==> config.mk <==
export PLATFORM = sky130hd
export DESIGN_NAME = cmd_tx
export DESIGN_NICKNAME = d
export VERILOG_FILES = /design/src/rtl/cmd_tx.sv
export SDC_FILE = /design/constraint.sdc
export NUM_CORES = 1
export LEC_CHECK = 0
export ABC_AREA = 1
export BUFFER_PORTS_ARGS = -buffer_cell sky130_fd_sc_hd__buf_2
export CAP_MARGIN = 30
export CORE_AREA = 2 2 50 52
export DETAILED_ROUTE_END_ITERATION = 10
export DIE_AREA = 0 0 52 54
export PLACE_DENSITY_LB_ADDON = 0.3
export REMOVE_ABC_BUFFERS = 1
export SLEW_MARGIN = 20
export SYNTH_ARGS = -nofsm -noshare
export SYNTH_HDL_FRONTEND = slang
export SYNTH_SLANG_ARGS = --single-unit
==> constraint.sdc <==
create_clock -name clk -period 1.7 [get_ports clk]
set_clock_uncertainty 0.2 [all_clocks]
set_input_delay 0.085 -clock clk [delete_from_list [all_inputs] [get_ports clk]]
set_output_delay 0.085 -clock clk [all_outputs]
set_load 0.02 [all_outputs]
==> src/rtl/cmd_tx.sv <==
// cmd_tx: transmit side of the command link. A request is accepted in IDLE.
// It is turned into a 32-bit command word, and the word is sent as four bytes,
// most significant byte first, over a valid/ready byte stream. A request
// with an unknown id is accepted and dropped. The drop is flagged on
// err_bad_id for one cycle.
//
// Parameters:
//   BYTE_GAP     idle cycles inserted after each byte except the last (0..15)
// Ports:
//   clk          clock; all logic uses the rising edge
//   rst_n        asynchronous active-low reset
//   req_valid    request valid
//   req_ready    high while the block can accept a request (IDLE only)
//   req_id       command id (BANK = 4'h0, OUT = 4'h1)
//   req_bank_en  bank-enable field (BANK only)
//   req_bank_val bank value field (BANK only)
//   req_out_cmd  output command field (OUT only)
//   tx_valid     tx_data carries a byte
//   tx_ready     downstream accepts the byte
//   tx_data      serialized byte; 8'h00 whenever tx_valid is low
//   busy         high in any state other than IDLE
//   err_bad_id   one-cycle pulse after a request with an unknown id is accepted
module cmd_tx #(
    parameter int BYTE_GAP = 0
) (
    input  logic       clk,
    input  logic       rst_n,
    input  logic       req_valid,
    output logic       req_ready,
    input  logic [3:0] req_id,
    input  logic [3:0] req_bank_en,
    input  logic [7:0] req_bank_val,
    input  logic [4:0] req_out_cmd,
    output logic       tx_valid,
    input  logic       tx_ready,
    output logic [7:0] tx_data,
    output logic       busy,
    output logic       err_bad_id
);

    typedef enum logic [1:0] {
        IDLE = 2'd0,
        SEND = 2'd1,
        GAP  = 2'd2
    } state_t;

    localparam logic [3:0] ID_BANK  = 4'b0000;
    localparam logic [3:0] ID_OUT   = 4'b0001;
    localparam bit         HAS_GAP  = (BYTE_GAP > 0);
    localparam int         GAP_M1   = HAS_GAP ? (BYTE_GAP - 1) : 0;
    // The gap counter counts down to zero. Loading BYTE_GAP-1 makes GAP last
    // exactly BYTE_GAP cycles.
    localparam logic [3:0] GAP_LOAD = GAP_M1[3:0];

    state_t      state_q, state_d;
    logic [31:0] word_q, word_d;
    logic [1:0]  byte_idx_q, byte_idx_d;
    logic [3:0]  gap_cnt_q, gap_cnt_d;
    logic        err_q, err_d;
    logic        accept;
    logic [7:0]  byte_sel;

    // rst_n gates req_ready so that ready drops the moment reset is applied.
    // Ready comes back in the first cycle after release.
    assign req_ready  = (state_q == IDLE) && rst_n;
    assign accept     = req_valid && req_ready;
    assign busy       = (state_q != IDLE);
    assign tx_valid   = (state_q == SEND);
    assign err_bad_id = err_q;

    always_comb begin
        byte_sel = 8'h00;
        case (byte_idx_q)
            2'd0:    byte_sel = word_q[31:24];
            2'd1:    byte_sel = word_q[23:16];
            2'd2:    byte_sel = word_q[15:8];
            default: byte_sel = word_q[7:0];
        endcase
    end

    assign tx_data = tx_valid ? byte_sel : 8'h00;

    always_comb begin
        state_d    = state_q;
        word_d     = word_q;
        byte_idx_d = byte_idx_q;
        gap_cnt_d  = gap_cnt_q;
        err_d      = 1'b0;

        case (state_q)
            IDLE: begin
                if (accept) begin
                    byte_idx_d = 2'd0;
                    if (req_id == ID_BANK) begin
                        word_d  = {ID_BANK, 12'h000, req_bank_val, 4'h0, req_bank_en};
                        state_d = SEND;
                    end else if (req_id == ID_OUT) begin
                        word_d  = {ID_OUT, 23'h000000, req_out_cmd};
                        state_d = SEND;
                    end else begin
                        err_d = 1'b1;
                    end
                end
            end
            SEND: begin
                if (tx_ready) begin
                    if (byte_idx_q == 2'd3) begin
                        // The last byte never gets a gap after it. The block goes
                        // straight back to IDLE.
                        byte_idx_d = 2'd0;
                        state_d    = IDLE;
                    end else begin
                        byte_idx_d = byte_idx_q + 2'd1;
                        if (HAS_GAP) begin
                            gap_cnt_d = GAP_LOAD;
                            state_d   = GAP;
                        end
                    end
                end
            end
            GAP: begin
                if (gap_cnt_q == 4'd0) begin
                    state_d = SEND;
                end else begin
                    gap_cnt_d = gap_cnt_q - 4'd1;
                end
            end
            default: state_d = IDLE;
        endcase
    end

    always_ff @(posedge clk or negedge rst_n) begin
        if (!rst_n) begin
            state_q    <= IDLE;
            word_q     <= 32'h0;
            byte_idx_q <= 2'd0;
            gap_cnt_q  <= 4'd0;
            err_q      <= 1'b0;
        end else begin
            state_q    <= state_d;
            word_q     <= word_d;
            byte_idx_q <= byte_idx_d;
            gap_cnt_q  <= gap_cnt_d;
            err_q      <= err_d;
        end
    end

endmodule

==> metrics.txt <==
vias in the first global route 1,056; worst r2r dst err_bad_id; worst reg-to-reg setup slack 0.12 ns; hold violation total from the final report 0; violations in the final reports setup timing; detailed-route vias per instance 4.693; wire length of the first global-routing pass 4457 um; Layout area overhead 52.60%; Max Buffers Root-to-Sink 2; Layout Cells excl Fill 241; global routing usage on met3 3.056%; number of max-capacitance violations reported 0; Critical Path Start Type flop; hpwl dp between 1500 and 2000 um; Setup WS pre-CTS 0.05233 ns; Diodes inserted 0; nets@finish 241; Die Span Y approximately 54 um; I/O pin count 37; cell with the largest stage delay on the worst path sky130_fd_sc_hd__dfrtp_1; average wire per standard cell 11.95 um; number of cell rows 18; cell types occupying the most area after synthesis sky130_fd_sc_hd__dfrtp_1, sky130_fd_sc_hd__nand2_1, sky130_fd_sc_hd__inv_1; worst hold path cell count 6; share of the clock period used by the worst path 108.8%; netlist area before placement 1059 sq um; CP Class reg2out; placer congestion estimate ~0.88; proportion of layout cells with a drive suffix above 1 29.38%; depth of the most critical reg-to-reg path 4; Post-Synthesis Cells around 150; startpoint of the worst register-to-register path state_q[0]; P_leak just under 0.0009 uW; required time of the critical path 1.41 ns; met2 global-route usage 41.98%; busiest layer in global routing met2; largest net degree at the start of global routing 20; category of the worst setup path capture point primary output; synthesized area per cell approximately 7.3 sq um; final setup vio count 5; Final ANT Viol Nets 0; unrepaired setup endpoints after global routing yes; global-route met1 utilization 24.13%; cell accounting for the most synthesized area sky130_fd_sc_hd__dfrtp_1; Slew HR approximately 67%; largest delay contributor family on the critical path flip-flops; area of the die 2808 sq um; buffers added on ports 36; number of sinks on the clock net 18; clock slew at the register clock pins of the worst setup and hold paths ~0.10 ns; number of distinct library cells after synthesis 21; total routing resource utilization after global routing roughly 22%; number of buffer and inverter stages on the critical path 3; worst hold path endpoint word_q[8]; classification of the worst-slack hold path in2reg; DRC violations left 0; Crit path arrival time 1.56 ns; utilization of the core after routing just under 70%; worst slew pin tran 0.4889 ns; overall die width 52 um; H-tree lvl count 1; share of the yosys chip area belonging to registers a little over two fifths; beginning of the worst hold path req_id[1]; count of synthesis-stage warnings from yosys 0; Worst-Skew Late Latency 0.29 ns; top achievable clock speed 0.5409 GHz; Pre-Repair DR Iteration Count 5; placed standard-cell area 1267 sq um; critical path peak fanout 4; total detailed-routing wirelength 2879 um; worst IR drop on VDD slightly above 0.0005 V; Inst Count DP 211; buffer cell driving the clock tree root sky130_fd_sc_hd__clkbuf_4; power per cell area roughly 950 nW/um^2; number of synthesized register bits 18; total number of vias about 1,100; final critical path time including I/O delays and setup 1.849 ns; TritonCTS clock tree yes; antenna violations before repair 0; fin worst setup slack -0.1489 ns; GRT overflow 0; Critical Path Max Stage Delay around 0.42 ns; number of buffers created by CTS 3; area inside the core boundary 2320 sq um; Max Transition Viols Final 0; effective utilization at floorplan 45.63%; area share of the largest cell type after synthesis 42.55%; Total Negative Setup Slacks -0.4065 ns; status finished with violations; iteration-0 DRC count of the detailed router 12; sequence of cells on the critical path inv_2, ha_4, inv_4, nor2_4, nand2_1, a21oi_1, buf_4; final instance area 1615 sq um
## worst min-delay path, stage by stage
cell and delay (ns):
sky130_fd_sc_hd__buf_2 0.09, sky130_fd_sc_hd__inv_1 0.04, sky130_fd_sc_hd__nand2_2 0.12, sky130_fd_sc_hd__nor2_8 0.07
sky130_fd_sc_hd__nand2_1 0.07, sky130_fd_sc_hd__nand2_1 0.05
## layout by cell type, fill, tap and decap left out, types with 2 or more instances in the layout
cell type | netlist | layout
sky130_fd_sc_hd__nor2_1 | 16 | 15
sky130_fd_sc_hd__inv_2 | 1 | 3
sky130_fd_sc_hd__a21oi_1 | 5 | 2
sky130_fd_sc_hd__o21ai_0 | 5 | 5
sky130_fd_sc_hd__nor2_4 | 1 | 2
sky130_fd_sc_hd__nand2_2 | 1 | 2
sky130_fd_sc_hd__inv_1 | 22 | 19
sky130_fd_sc_hd__nand3_1 | 6 | 6
sky130_fd_sc_hd__nand3b_1 | 4 | 4
sky130_fd_sc_hd__a21oi_2 | 0 | 3
sky130_fd_sc_hd__nand2_1 | 54 | 53
sky130_fd_sc_hd__dlygate4sd3_1 | 0 | 25
sky130_fd_sc_hd__inv_4 | 1 | 2
sky130_fd_sc_hd__buf_2 | 1 | 29
sky130_fd_sc_hd__dfrtp_1 | 18 | 18
sky130_fd_sc_hd__buf_4 | 1 | 12
sky130_fd_sc_hd__clkbuf_4 | 0 | 3
## metrics by stage
stage                     total power [uW]  hold slack (ns)
after floorplan                      975.0          -0.4106
after global placement                1152         -0.08455
after detailed placement              1192         -0.08230
after CTS                             1524          0.05682
after global routing                  1652          0.07928
final                                 1539          0.05812
## power by group
group,internal [uW],switching [uW],total (uW)
Sequential,552,75.5,628
Combinational,289,409,698
Clock,82.6,130,213
## final cells by class
cell class / count / area (sq um)
repair buffers: 67 / 496.7
clock buffers: 3 / 22.52
multi-input cells: 99 / 513.0
inverters: 24 / 95.09
well taps: 30 / 37.54
flip-flops and latches: 18 / 450.4
fillers: 198 / 704.4
## cell usage after synthesis
library cell / number
sky130_fd_sc_hd__ha_1: 3
sky130_fd_sc_hd__inv_2: 1
sky130_fd_sc_hd__nand2_1: 54
sky130_fd_sc_hd__dfrtp_1: 18
sky130_fd_sc_hd__buf_2: 1
sky130_fd_sc_hd__nand3_4: 1
sky130_fd_sc_hd__nand3b_1: 4
sky130_fd_sc_hd__nor2_2: 1
sky130_fd_sc_hd__clkbuf_1: 1
sky130_fd_sc_hd__buf_6: 2
sky130_fd_sc_hd__nor2_8: 1
sky130_fd_sc_hd__buf_4: 1
sky130_fd_sc_hd__a21oi_1: 5
sky130_fd_sc_hd__inv_4: 1
sky130_fd_sc_hd__nor2_4: 1
sky130_fd_sc_hd__nand3_1: 6
sky130_fd_sc_hd__o21ai_0: 5
sky130_fd_sc_hd__nand2_2: 1
sky130_fd_sc_hd__nor3_1: 1
sky130_fd_sc_hd__inv_1: 22
sky130_fd_sc_hd__nor2_1: 16
## how the worst max path moves through the flow
stage	slack, ns	from	cells after the start	end
after floorplan	0.11	state_q[0]	6	word_q[4]
after global placement	0.12	byte_idx_q[0]	7	tx_data[0]
after detailed placement	0.05	byte_idx_q[0]	7	tx_data[0]
after CTS	-0.08	byte_idx_q[0]	7	tx_data[1]
after global routing	-0.23	byte_idx_q[0]	7	tx_data[1]
final	-0.15	byte_idx_q[0]	7	tx_data[1]
## kinds of logic (layout without fill, tap and decap cells)
logic type / Yosys count / count (layout) / share of synthesized area (%)
adder cells (fa/ha/maj): 3 / 3 / 3.546
buffers and inverters: 29 / 94 / 12.41
AO/OA/AOI/OAI: 10 / 10 / 4.727
AND/OR/NAND/NOR: 86 / 86 / 36.76
flip-flops: 18 / 18 / 42.55
## flip-flops by register name, indices dropped and copies added, names as in the netlist
signal / cells
byte_idx_q: 2
err_bad_id: 1
state_q: 1
word_q: 14
## what timing repair did
item	CTS	global route
pin swaps	4	1
hold buffers	25	0
gates resized for setup	15	6
buffers inserted	2	0
endpoints found under the setup margin	7	7
hold endpoints to repair	35	0
cloned	0	0
## routing by layer
| layer | part of all wire, % | vias to the layer above |
|---|---|---|
| met1 | 38 | 521 |
| met4 | 1.0 | 0 |
| met2 | 57 | 39 |
| met3 | 4.4 | 4 |
| li1 | - | 567 |
| met5 | 0 | - |
No activity file was read; power rests on OpenSTA's default activity.
